`config.mk`:
```
export PLATFORM = sky130hd
export DESIGN_NAME = mini_src_control_unit
export DESIGN_NICKNAME = d
export VERILOG_FILES = /design/src/rtl/mini_src_control_unit.sv
export SDC_FILE = /design/constraint.sdc
export NUM_CORES = 1
export LEC_CHECK = 0
export CORE_ASPECT_RATIO = 1.2
export CORE_MARGIN = 4
export CORE_UTILIZATION = 42
export CTS_CLUSTER_SIZE = 40
export DETAILED_ROUTE_END_ITERATION = 12
export PLACE_DENSITY = 0.9
export SYNTH_ARGS = -nofsm -noshare
export SYNTH_HDL_FRONTEND = slang
export SYNTH_SLANG_ARGS = --single-unit
```
`constraint.sdc`:
```
create_clock -name Clock -period 2.9 [get_ports Clock]
set_input_delay 0.435 -clock Clock [delete_from_list [all_inputs] [get_ports Clock]]
set_output_delay 0.435 -clock Clock [all_outputs]
set_load 0.05 [all_outputs]
```
`src/rtl/mini_src_control_unit.sv`:
```
// Hardwired step-counter sequencer for the single-bus Mini SRC datapath.
// Outputs are decoded from the registered step and the IR opcode.
module mini_src_control_unit #(
  parameter logic [4:0] ALU_ADD = 5'b00011,
  parameter logic [4:0] ALU_AND = 5'b00101,
  parameter logic [4:0] ALU_OR  = 5'b00110
) (
  input  logic        Clock,
  input  logic        Clear,
  input  logic [31:0] IR,
  input  logic        ConFF_Out,
  input  logic        Stop,
  output logic        Run,
  output logic        DP_Clear,
  output logic [4:0]  CONTROL,
  output logic        IncPC, Read, Write, Con_In,
  output logic        PC_Out, MDR_Out, ZHI_Out, ZLO_Out, HI_Out, LO_Out, C_Out, InPort_Out,
  output logic        PC_In, MDR_In, MAR_In, IR_In, Y_In, ZHI_In, ZLO_In, HI_In, LO_In,
  output logic        InPort_In, OutPort_In,
  output logic        G_RA, G_RB, G_RC, R_In, R_Out, BA_Out
);

  typedef enum logic [3:0] {
    S_RESET, S_T0, S_T1, S_T2, S_T3, S_T4, S_T5, S_T6, S_T7, S_T8, S_T9, S_STOP, S_HALT
  } state_t;

  state_t st, nxt, last;
  logic [4:0] op;
  logic       unused_ir;

  assign op        = IR[31:27];
  assign unused_ir = ^IR[26:0];

  always_ff @(posedge Clock or negedge Clear)
    if (!Clear) st <= S_RESET;
    else        st <= nxt;

  // final execute step per opcode class
  always_comb begin
    last = S_T4;
    case (op) inside
      5'd0:           last = S_T9;
      5'd1:           last = S_T6;
      5'd2:           last = S_T8;
      [5'd3:5'd14]:   last = S_T6;
      [5'd15:5'd16]:  last = S_T7;
      [5'd17:5'd18]:  last = S_T5;
      5'd19:          last = S_T7;
      5'd22:          last = S_T5;
      default:        last = S_T4;
    endcase
  end

  always_comb begin
    nxt = st;
    Run = 1'b0; DP_Clear = 1'b0; CONTROL = 5'd0;
    IncPC = 1'b0; Read = 1'b0; Write = 1'b0; Con_In = 1'b0;
    PC_Out = 1'b0; MDR_Out = 1'b0; ZHI_Out = 1'b0; ZLO_Out = 1'b0;
    HI_Out = 1'b0; LO_Out = 1'b0; C_Out = 1'b0; InPort_Out = 1'b0;
    PC_In = 1'b0; MDR_In = 1'b0; MAR_In = 1'b0; IR_In = 1'b0; Y_In = 1'b0;
    ZHI_In = 1'b0; ZLO_In = 1'b0; HI_In = 1'b0; LO_In = 1'b0;
    InPort_In = 1'b0; OutPort_In = 1'b0;
    G_RA = 1'b0; G_RB = 1'b0; G_RC = 1'b0; R_In = 1'b0; R_Out = 1'b0; BA_Out = 1'b0;

    case (st)
      S_RESET: begin DP_Clear = 1'b1; nxt = S_T0; end
      S_STOP:  if (!Stop) nxt = S_T0;
      S_HALT:  nxt = S_HALT;
      // a pause taken at T0 must not bump PC, or resuming would skip an instruction
      S_T0: begin
        Run = 1'b1;
        if (Stop) nxt = S_STOP;
        else begin PC_Out = 1'b1; MAR_In = 1'b1; IncPC = 1'b1; nxt = S_T1; end
      end
      S_T1: begin Run = 1'b1; Read = 1'b1; nxt = S_T2; end
      S_T2: begin Run = 1'b1; Read = 1'b1; MDR_In = 1'b1; nxt = S_T3; end
      S_T3: begin Run = 1'b1; MDR_Out = 1'b1; IR_In = 1'b1; nxt = S_T4; end
      default: begin
        Run = 1'b1;
        nxt = (st == last) ? S_T0 : state_t'(st + 4'd1);
        if (op == 5'd27) nxt = S_HALT;
        case (op) inside
          [5'd0:5'd2]: case (st)
            S_T4: begin G_RB = 1'b1; BA_Out = 1'b1; Y_In = 1'b1; end
            S_T5: begin C_Out = 1'b1; CONTROL = ALU_ADD; ZLO_In = 1'b1; end
            S_T6: begin
              ZLO_Out = 1'b1;
              if (op == 5'd1) begin G_RA = 1'b1; R_In = 1'b1; end
              else            MAR_In = 1'b1;
            end
            S_T7: if (op == 5'd2) begin G_RA = 1'b1; R_Out = 1'b1; MDR_In = 1'b1; end
                  else            Read = 1'b1;
            S_T8: if (op == 5'd2) Write = 1'b1;
                  else begin Read = 1'b1; MDR_In = 1'b1; end
            S_T9: begin MDR_Out = 1'b1; G_RA = 1'b1; R_In = 1'b1; end
            default: ;
          endcase
          [5'd3:5'd14]: case (st)
            S_T4: begin G_RB = 1'b1; R_Out = 1'b1; Y_In = 1'b1; end
            S_T5: begin
              ZLO_In = 1'b1;
              case (op)
                5'd12:   begin C_Out = 1'b1; CONTROL = ALU_ADD; end
                5'd13:   begin C_Out = 1'b1; CONTROL = ALU_AND; end
                5'd14:   begin C_Out = 1'b1; CONTROL = ALU_OR;  end
                default: begin G_RC = 1'b1; R_Out = 1'b1; CONTROL = op; end
              endcase
            end
            S_T6: begin ZLO_Out = 1'b1; G_RA = 1'b1; R_In = 1'b1; end
            default: ;
          endcase
          [5'd15:5'd16]: case (st)
            S_T4: begin G_RA = 1'b1; R_Out = 1'b1; Y_In = 1'b1; end
            S_T5: begin G_RB = 1'b1; R_Out = 1'b1; CONTROL = op; ZHI_In = 1'b1; ZLO_In = 1'b1; end
            S_T6: begin ZLO_Out = 1'b1; LO_In = 1'b1; end
            S_T7: begin ZHI_Out = 1'b1; HI_In = 1'b1; end
            default: ;
          endcase
          [5'd17:5'd18]: case (st)
            S_T4: begin G_RB = 1'b1; R_Out = 1'b1; CONTROL = op; ZLO_In = 1'b1; end
            S_T5: begin ZLO_Out = 1'b1; G_RA = 1'b1; R_In = 1'b1; end
            default: ;
          endcase
          5'd19: case (st)
            S_T4: begin G_RA = 1'b1; R_Out = 1'b1; Con_In = 1'b1; end
            S_T5: begin PC_Out = 1'b1; Y_In = 1'b1; end
            S_T6: begin C_Out = 1'b1; CONTROL = ALU_ADD; ZLO_In = 1'b1; end
            S_T7: begin ZLO_Out = 1'b1; PC_In = ConFF_Out; end
            default: ;
          endcase
          5'd20: begin G_RA = 1'b1; R_Out = 1'b1; PC_In = 1'b1; end
          5'd22: if (st == S_T4) InPort_In = 1'b1;
                 else begin InPort_Out = 1'b1; G_RA = 1'b1; R_In = 1'b1; end
          5'd23: begin G_RA = 1'b1; R_Out = 1'b1; OutPort_In = 1'b1; end
          5'd24: begin HI_Out = 1'b1; G_RA = 1'b1; R_In = 1'b1; end
          5'd25: begin LO_Out = 1'b1; G_RA = 1'b1; R_In = 1'b1; end
          default: ;
        endcase
      end
    endcase
  end

endmodule

```
# ---- After elaboration in Yosys (flattened, before gate mapping)
# Cells that the tools add are included.
dict set report classes {
  n_eq_ne 26
  n_lt_le_gt_ge 8
  n_reduce_logical 16
  n_addsub 1
  muxes 198
}
# operator n
set op_table {}
lappend op_table {{$mux W1} 164}
lappend op_table {{$mux W4} 11}
lappend op_table {{$mux W5} 8}
lappend op_table {{$eq A5 B5 Y1 const B} 7}
lappend op_table {{$pmux W4 S7} 1}
lappend op_table {{$eq A4 B4 Y1 const B} 5}
lappend op_table {{$reduce_or A6 Y1} 3}
lappend op_table {{$eq A4 B3 Y1 const B} 4}
lappend op_table {{$pmux W1 S2} 8}
lappend op_table {{$eq A5 B4 Y1 const B} 3}
lappend op_table {{$pmux W5 S3} 1}
lappend op_table {{$le A5 B5 Y1 const B} 2}
lappend op_table {{$eq A4 B2 Y1 const B} 2}
lappend op_table {{$mux W2} 4}
lappend op_table {{$reduce_or A7 Y1} 1}
lappend op_table {{$reduce_or A2 Y1} 3}
lappend op_table {{$reduce_or A3 Y1} 2}
lappend op_table {{$eq A5 B1 Y1 const B} 1}
lappend op_table {{$eq A5 B2 Y1 const B} 1}
lappend op_table {{$ge A5 B1 Y1 const B} 1}
lappend op_table {{$ge A5 B2 Y1 const B} 1}
lappend op_table {{$ge A5 B4 Y1 const B} 1}
lappend op_table {{$ge A5 B5 Y1 const B} 1}
lappend op_table {{$le A5 B2 Y1 const B} 1}
lappend op_table {{10 further kinds} 13}
dict set report totals {
  out_inout_bits 36
  reg_bits 4
  in_bits 36
}

# ---- Longest topological paths before layout
# Gate-level depths: netlist of the first run.
dict set report logic_depth {
  ltp_word 13
  depth_mapped 9
  mapped_depth_nobuf 7
}

# ---- Least setup slack after synthesis of the first run
# No wires, ideal clock.
dict set report synth_timing {
  path_kind {flip-flop to output port}
  start {register st[1]}
  end {output port PC_In}
  stages_incl_launch_ff 7
  t_arrival_ps 3909
  n_path_buf 1
  setup_slack_ps -1444
  cell_sequence {dfrtp_1 -> ha_1 -> nand2b_1 -> or2_2 -> and2_1 -> clkbuf_1 -> a2111oi_0}
}
dict set report synth_between {
  elab_chain_len 8
}
# item line
set synth_lines {}
lappend synth_lines {{start: declaration} 27} ;# state_t st, nxt, last;
lappend synth_lines {{start signal: assignment} 36} ;# else st <= nxt;
lappend synth_lines {{$eq A4 B4 Y1} 124} ;# 5'd19: case (st)
lappend synth_lines {{$mux W1} 124}
lappend synth_lines {{$mux W1 (5 in series)} 82} ;# case (op) inside
lappend synth_lines {{$mux W1 (*)} 65} ;# case (st)
lappend synth_lines {{end: declaration} 18} ;# output logic PC_In, MDR_In, MAR_In, IR_In, Y_In, ZHI_In, ZLO_In, HI_In, LO_In,
# Every way passes the cells marked *; elsewhere a longest branch is shown, timed or not.

# ---- Final worst setup path of the first run
dict set report layout_timing {
  start {register st[1]}
  end {output port PC_Out}
}
dict set report layout_between {
  elab_chain_len 8
}
# item line
set layout_lines {}
lappend layout_lines {{$eq A4 B3 Y1} 124}
lappend layout_lines {{$mux W1} 124}
lappend layout_lines {{$mux W1 (5 in series)} 82}
lappend layout_lines {{$pmux W1 S2 (*)} 65}
lappend layout_lines {{end: declaration} 17} ;# output logic PC_Out, MDR_Out, ZHI_Out, ZLO_Out, HI_Out, LO_Out, C_Out, InPort_Out,
# Marks and branches as above.

==> summary.md, run 1 <==
| Metric | Value |
|---|---|
| Largest net degree at the start of global routing | `27` |
| GPL Wtd Cong | `1.00` |
| DIE HEIGHT | `74.6 um` |
| H-tree depth | `1` |
| Syn nets | `286` |
| Sequential cell area fraction in the yosys report | `0.0645` |
| Top reg by flops | `st` |
| Synth top area share | `0.0774` |
| RSZ-0062 raised after global routing | `true` |
| First-pass GRT wire length | `9840 um` |
| Maximum clock rate | `0.338 GHz` |
| Vias | `2338` |
| Leakage | `1.04 nW` |
| Worst slew pin tran | `0.694 ns` |
| Yosys reg bits | `4` |
| Max clock buf depth | `2` |
| Initial Utilization | `0.449` |
| Post-layout nets | `342` |
| Clock slew at reported path FFs | `0.03 ns` |
| Die W | `63.5 um` |
| Area delta synth->final | `67.9%` |
| Clk pwr share | `0.054` |
| Design area | `2610 um^2` |
| Routed wire length per instance | `20.1 um` |
| Power consumption | `0.00215 W` |
| PwrDens | `826 nW/um^2` |
| Ys flop type | `dfrtp_1` |
| Most common cell after layout, fill and taps aside | `buf_4` |
| Number of global-route vias before repair | `2053` |
| Largest regs | `st (4)` |
| Die Area | `4730 um^2` |
| Comb pwr share | `0.875` |
| Post-route ant nets | `0` |
| FP Rows | `23` |
| CTS Buf Count | `3` |
| Slew HR | `0.534` |
| Critical path type | `flop to output port` |
| Status | `finished with violations` |
| DP Area | `2480 um^2` |
| DRT Pass-1 Iters | `6` |
| Post-layout util | `0.754` |
| R2R setup slack | `0.57 ns` |
| Port-buffer cells | `44` |
| Max FFs per register | `4` |
| Final hold slack | `0.415 ns` |
| Clock Latency Late Sink | `0.22 ns` |
| Worst Path Required | `2.47 ns` |
| Post-synth EDFFs | `0` |
| Routed WL | `6760 um` |
| TritonCTS clock tree | `built` |
| Flop pwr share | `0.072` |
| Clock sinks | `4` |
| Synth top area cells | `nand2_1 (7.7%), dfrtp_1 (6.5%), nor3_1 (5.8%)` |
| Drc violations | `0` |
| Initial DRC count | `301` |
| Max-cap violation count | `0` |
| Final Hold Viols | `0` |
| Switching portion of total power | `0.582` |
| Setup violators final | `1` |
| Post-synth top area cell | `nand2_1` |
| Setup crit start kind | `flop` |
| Synth async-reset ratio | `1.00` |
| Worst hold-check path type | `primary input to async pin` |
| Crit end category | `output port` |
| Total track usage | `0.255` |
| Skew final | `0.00104 ns` |
| Post-DP HPWL | `4600 um` |
| Yosys cell types | `61` |
| Post-synthesis cell count | `246` |
| Clock Tree Root | `clkbuf_8` |
| Maximum VDD drop | `713 uV` |
| Syn Std Cell Area | `1550 um^2` |
| Vias per inst | `6.94` |
| Crit share post-route | `1.02` |
| CP arrival | `2.53 ns` |
| Minimum clock period | `2.96 ns` |
| Synthesis Warnings | `0` |
| Layout cells sized above 1 | `0.350` |
| Crit Path Max Fanout | `14` |
| Net Switching | `0.00125 W` |
| TNS Setup | `-0.0622 ns` |
| Initial antenna violation count | `0` |
| Syn avg cell area | `6.31 um^2` |
| Top Ports | `72` |
| Most frequent cells in the layout | `buf_4 (34), nand2_1 (32), buf_12 (29)` |
| # diodes | `0` |
| Final Max Slew Viols | `0` |
| GR Overflow Total | `0` |
| Failing checks | `setup timing` |
| Core Region | `3450 um^2` |
| Fillers | `230` |
| Final WS setup | `-0.0622 ns` |
| Power Internal | `0.000899 W` |
| # hold bufs at CTS | `0` |
==> per-stage QoR <==
| stage | cells | setup WS, ns |
|---|---|---|
| 2_1_floorplan | 246 | -0.641 |
| 4_1_cts | 334 | 0.00695 |
| 5_1_grt | 337 | -0.151 |
| 3_5_place_dp | 331 | 0.0616 |
| 3_3_place_gp | 331 | 0.0959 |
| 6_report | 337 | -0.0622 |
==> power by group through the flow <==
stage               sequential [W]  combinational (W)  clock, W
global placement          0.000143            0.00171         0
floorplan                 0.000117            0.00116         0
finish                    0.000154            0.00188  0.000116
detailed placement        0.000147            0.00177         0
global route              0.000157            0.00198  0.000127
CTS                       0.000146            0.00179  0.000119
==> area by class of cell <==
cell class	instances	area (um^2)	share of cell area
multi-input combinational	212	1400	0.537
sequential	4	100	0.0384
timing repair buffer	77	1000	0.386
clock buffer	3	41.3	0.0159
tap	37	46.3	0.0178
inverter	4	15.0	0.00576
==> repair_timing <==
action | CTS | global route
endpoints found under the setup margin | 9 | 26
pin swaps | 0 | 4
gates resized for setup | 2 | 17
gates cloned | 0 | 0
setup buffers | 0 | 3
==> synth_stat cells (4+ instances only) <==
| cell type | count |
|---|---|
| o21bai_1 | 4 |
| or3_1 | 4 |
| a31oi_1 | 8 |
| clkbuf_1 | 11 |
| o21a_1 | 5 |
| buf_2 | 11 |
| nand3_1 | 4 |
| ha_1 | 4 |
| dfrtp_1 | 4 |
| nand2_1 | 32 |
| nor2b_1 | 7 |
| nand4_1 | 4 |
| nor3_1 | 18 |
| a22oi_1 | 4 |
| nor2_1 | 22 |
| or2_2 | 4 |
| and3_1 | 6 |
| a21oi_1 | 15 |
| o21ai_0 | 18 |
==> worst max-delay path, stage by stage, from the launching register on <==
cell and delay [ns]:
dfrtp_1 0.46, ha_1 0.23, buf_4 0.18, nor3_1 0.21
o21bai_1 0.14, and2_4 0.22, o31ai_1 0.63, buf_12 0.23
==> worst paths after layout <==
path | to | from | depth (start not counted)
max in group asynchronous | st[2] | Clear | 1
min reg2reg | st[0] | st[0] | 3
min in group Clock | st[0] | st[0] | 3
max reg2reg | st[2] | st[1] | 8
min | st[3] | Clear | 1
max | PC_Out | st[1] | 7
==> kinds of logic after synthesis <==
| logic type | share of synthesized area |
|---|---|
| AND/OR/NAND/NOR | 0.398 |
| multiplexers | 0.0290 |
| flip-flops | 0.0645 |
| adder cells (fa/ha/maj) | 0.0323 |
| buffers and inverters | 0.0911 |
| XOR/XNOR | 0.0169 |
| AO/OA/AOI/OAI | 0.368 |
==> metal layers <==
| metal | share of wire | GRT usage | up-vias |
|---|---|---|---|
| met3 | 0.093 | 0.0196 | 56 |
| met4 | 0.064 | 0.122 | 0 |
| met5 | 0 | 0 | - |
| li1 | - | - | 1023 |
| met1 | 0.36 | 0.305 | 1066 |
| met2 | 0.49 | 0.464 | 193 |
No activity file was read; power rests on OpenSTA's default activity.
==> inputs of run 2 (changes only) <==
--- a/config.mk
+++ b/config.mk
@@ -7,10 +7,10 @@
 export LEC_CHECK = 0
 export CORE_ASPECT_RATIO = 1.2
 export CORE_MARGIN = 4
-export CORE_UTILIZATION = 42
+export CORE_UTILIZATION = 40
 export CTS_CLUSTER_SIZE = 40
 export DETAILED_ROUTE_END_ITERATION = 12
-export PLACE_DENSITY = 0.9
+export PLACE_DENSITY = 0.87
 export SYNTH_ARGS = -nofsm -noshare
 export SYNTH_HDL_FRONTEND = slang
 export SYNTH_SLANG_ARGS = --single-unit
==> run 2 against run 1 <==
- the run now ends clean
- register-to-register slack worse by 0.07 ns
- sequential share of layout area shrank 0.077 points
- setup slack better by 0.18 ns
- final cell count increased by 5.3%
- wire length shrank 3.9%
- clock skew about the same
- core utilization down 2.6 points
- non-clock buffer count is 3 higher
- first-iteration DRC count fell by 4.3%
- die area increased by 4.4%
- flip-flop and latch count is the same
- via count is 2.7% lower
==> summary.md, run 2 (same netlist as run 1, synthesis figures left out) <==
| Metric | Value |
|---|---|
| Status | `complete, no violations` |
| Die W | `64.9 um (+2.2%)` |
| Worst Setup SP | `st[1]` |
| Skew final | `0.00128 ns (+0.000244 ns)` |
| Top Ports | `72 (unchanged)` |
| WL met2 | `3340 um (+1.2%)` |
| RSZ-0062 raised after global routing | `false` |
| Largest regs | `st (4)` |
| Top reg by flops | `st` |
| Core Region | `3690 um^2 (+7.0%)` |
| CTS Buf Count | `3 (unchanged)` |
| Die Area | `4940 um^2 (+4.4%)` |
| Non-Filler Instances | `355 (+5.3%)` |
| H-tree depth | `1 (unchanged)` |
| FP Rows | `24 (+4.3%)` |
| PwrDens | `809 nW/um^2 (-2.1%)` |
| Clock Tree Root | `clkbuf_8` |
| Clock Latency Late Sink | `0.21 ns (about the same)` |
| Drc violations | `0 (unchanged)` |
| DRT Pass-1 Iters | `6 (unchanged)` |
| Fillers | `283 (+23%)` |
| Worst slew pin tran | `0.602 ns (-0.0912 ns)` |
| Slew HR | `0.588 (+0.0544)` |
| Crit path to | `MAR_In` |
| Maximum VDD drop | `623 uV (-13%)` |
| R2R setup slack | `0.50 ns (-0.07 ns)` |
| Max FFs per register | `4 (unchanged)` |
| First-pass GRT wire length | `10000 um (+1.9%)` |
| Reg2reg end | `st[2]` |
| DIE HEIGHT | `76.2 um (+2.2%)` |
| Total track usage | `0.245 (-0.0103)` |
| R2r worst-path depth | `8 (unchanged)` |
| WL met3 | `583 um (-6.9%)` |
| TritonCTS clock tree | `built` |
| Maximum clock rate | `0.360 GHz (+6.6%)` |
| Clock slew at reported path FFs | `0.03 ns (about the same)` |
| Highest routed metal layer | `met4` |
| Leakage | `1.06 nW (+1.7%)` |
| Critical R2R Launch | `st[0]` |
| Post-layout nets | `345 (+0.88%)` |
| Port-buffer cells | `44 (unchanged)` |
| Final hold slack | `0.417 ns (+0.00121 ns)` |
| Worst hold-check path type | `primary input to async pin` |
| Vias per inst | `6.41 (-7.6%)` |
| Vias | `2275 (-2.7%)` |
| Final WS setup | `0.122 ns (+0.184 ns)` |
| Initial DRC count | `288 (-4.3%)` |
| Pre-CTS setup slack | `-0.0769 ns (-0.138 ns)` |
| Crit end category | `output port` |
| Most common cell after layout, fill and taps aside | `buf_4` |
| Number of global-route vias before repair | `2119 (+3.2%)` |
| Power consumption | `0.00218 W (+1.2%)` |
| Setup violators final | `0 (-1)` |
| Layout cells sized above 1 | `0.370 (+0.0196)` |
| Setup crit start kind | `flop` |
| Worst Path Required | `2.47 ns (about the same)` |
| Crit Path Max Fanout | `14 (unchanged)` |
| Initial Utilization | `0.420 (-0.0292)` |
| Routed WL | `6490 um (-3.9%)` |
| CP arrival | `2.34 ns (-0.19 ns)` |
| Post-DP HPWL | `4670 um (+1.4%)` |
| Max clock buf depth | `2 (unchanged)` |
| Crit share post-route | `0.958 (-0.0634)` |
| Minimum clock period | `2.78 ns (-0.184 ns)` |
| Final Hold Viols | `0 (unchanged)` |
| Critical path type | `flop to output port` |
| GR Overflow Total | `0 (unchanged)` |
| Max-cap violation count | `0 (unchanged)` |
| Clock sinks | `4 (unchanged)` |
| # diodes | `0 (unchanged)` |
| GPL Wtd Cong | `0.934 (-6.9%)` |
| Area of the multi-input gates | `1440 um^2 (+3.1%)` |
| Met1 wire length | `2310 um (-3.7%)` |
| Area delta synth->final | `73.5%` |
| Final Max Slew Viols | `0 (unchanged)` |
| Largest net degree at the start of global routing | `27 (unchanged)` |
| Placed Cells | `349 (+5.4%)` |
| Routed wire length per instance | `18.3 um (-8.8%)` |
| Post-route ant nets | `0 (unchanged)` |
| Most frequent cells in the layout | `buf_4 (37), nand2_1 (32), buf_12 (29)` |
| Reg area | `101 um^2 (+1.2%)` |
| Initial antenna violation count | `0 (unchanged)` |
[run 2: changes by cell type in the layout (fill, tap and decap cells not counted), sizes merged]
cell and change:
buf +3
[run 2: worst min path at each step]
stage / start / cells after the start / endpoint / slack, ns
after CTS: Clear / 1 / st[0] / 0.42
final: Clear / 1 / st[0] / 0.42
after global placement: Clear / 1 / st[1] / 0.64
after global routing: Clear / 1 / st[0] / 0.42
after floorplan: Clear / 0 / st[0] / 0.14
after detailed placement: Clear / 1 / st[0] / 0.64
[run 2: metal layers]
metal  global-route usage  vias up
met1                0.285     1037
met2                0.443      178
met5                    0        -
li1                     -     1030
met3               0.0265       30
met4               0.0951        0
[run 2: stage by stage]
stage / TNS, ns / utilization / cell area (um^2)
CTS: 0 / 0.698 / 2580
floorplan: -1.78 / - / 1610
global placement: -0.0318 / 0.684 / 2520
detailed placement: -0.157 / 0.684 / 2520
global route: 0 / 0.729 / 2690
finish: 0 / 0.729 / 2690
[run 2: final cells by class]
cell class,count,area share
multi-input cells,212,0.536
flip-flops and latches,4,0.0377
inverters,4,0.00558
repair buffers,80,0.382
clock buffers,3,0.0153
well taps,52,0.0242
[run 2: critical path: stages, from the launching register on]
cell,delay (ns)
dfrtp_1,0.44
ha_1,0.23
buf_4,0.18
nor3_1,0.21
o21bai_1,0.13
and2_4,0.24
o41ai_2,0.37
buf_4,0.19
buf_12,0.13
[run 2: power breakdown]
group,internal [W],switching (W),leakage (nW)
combinational,0.000756,0.00113,0.990
sequential,0.0000874,0.0000855,0.0471
clock,0.0000882,0.0000264,0.0216
[run 2: repair_timing]
item | 4_1_cts | 5_1_grt
buffers inserted | 0 | 3
setup endpoints to repair | 5 | 22
resized for setup | 4 | 22
hold buffers | 0 | 0
gates cloned | 0 | 0
pin swaps | 0 | 3
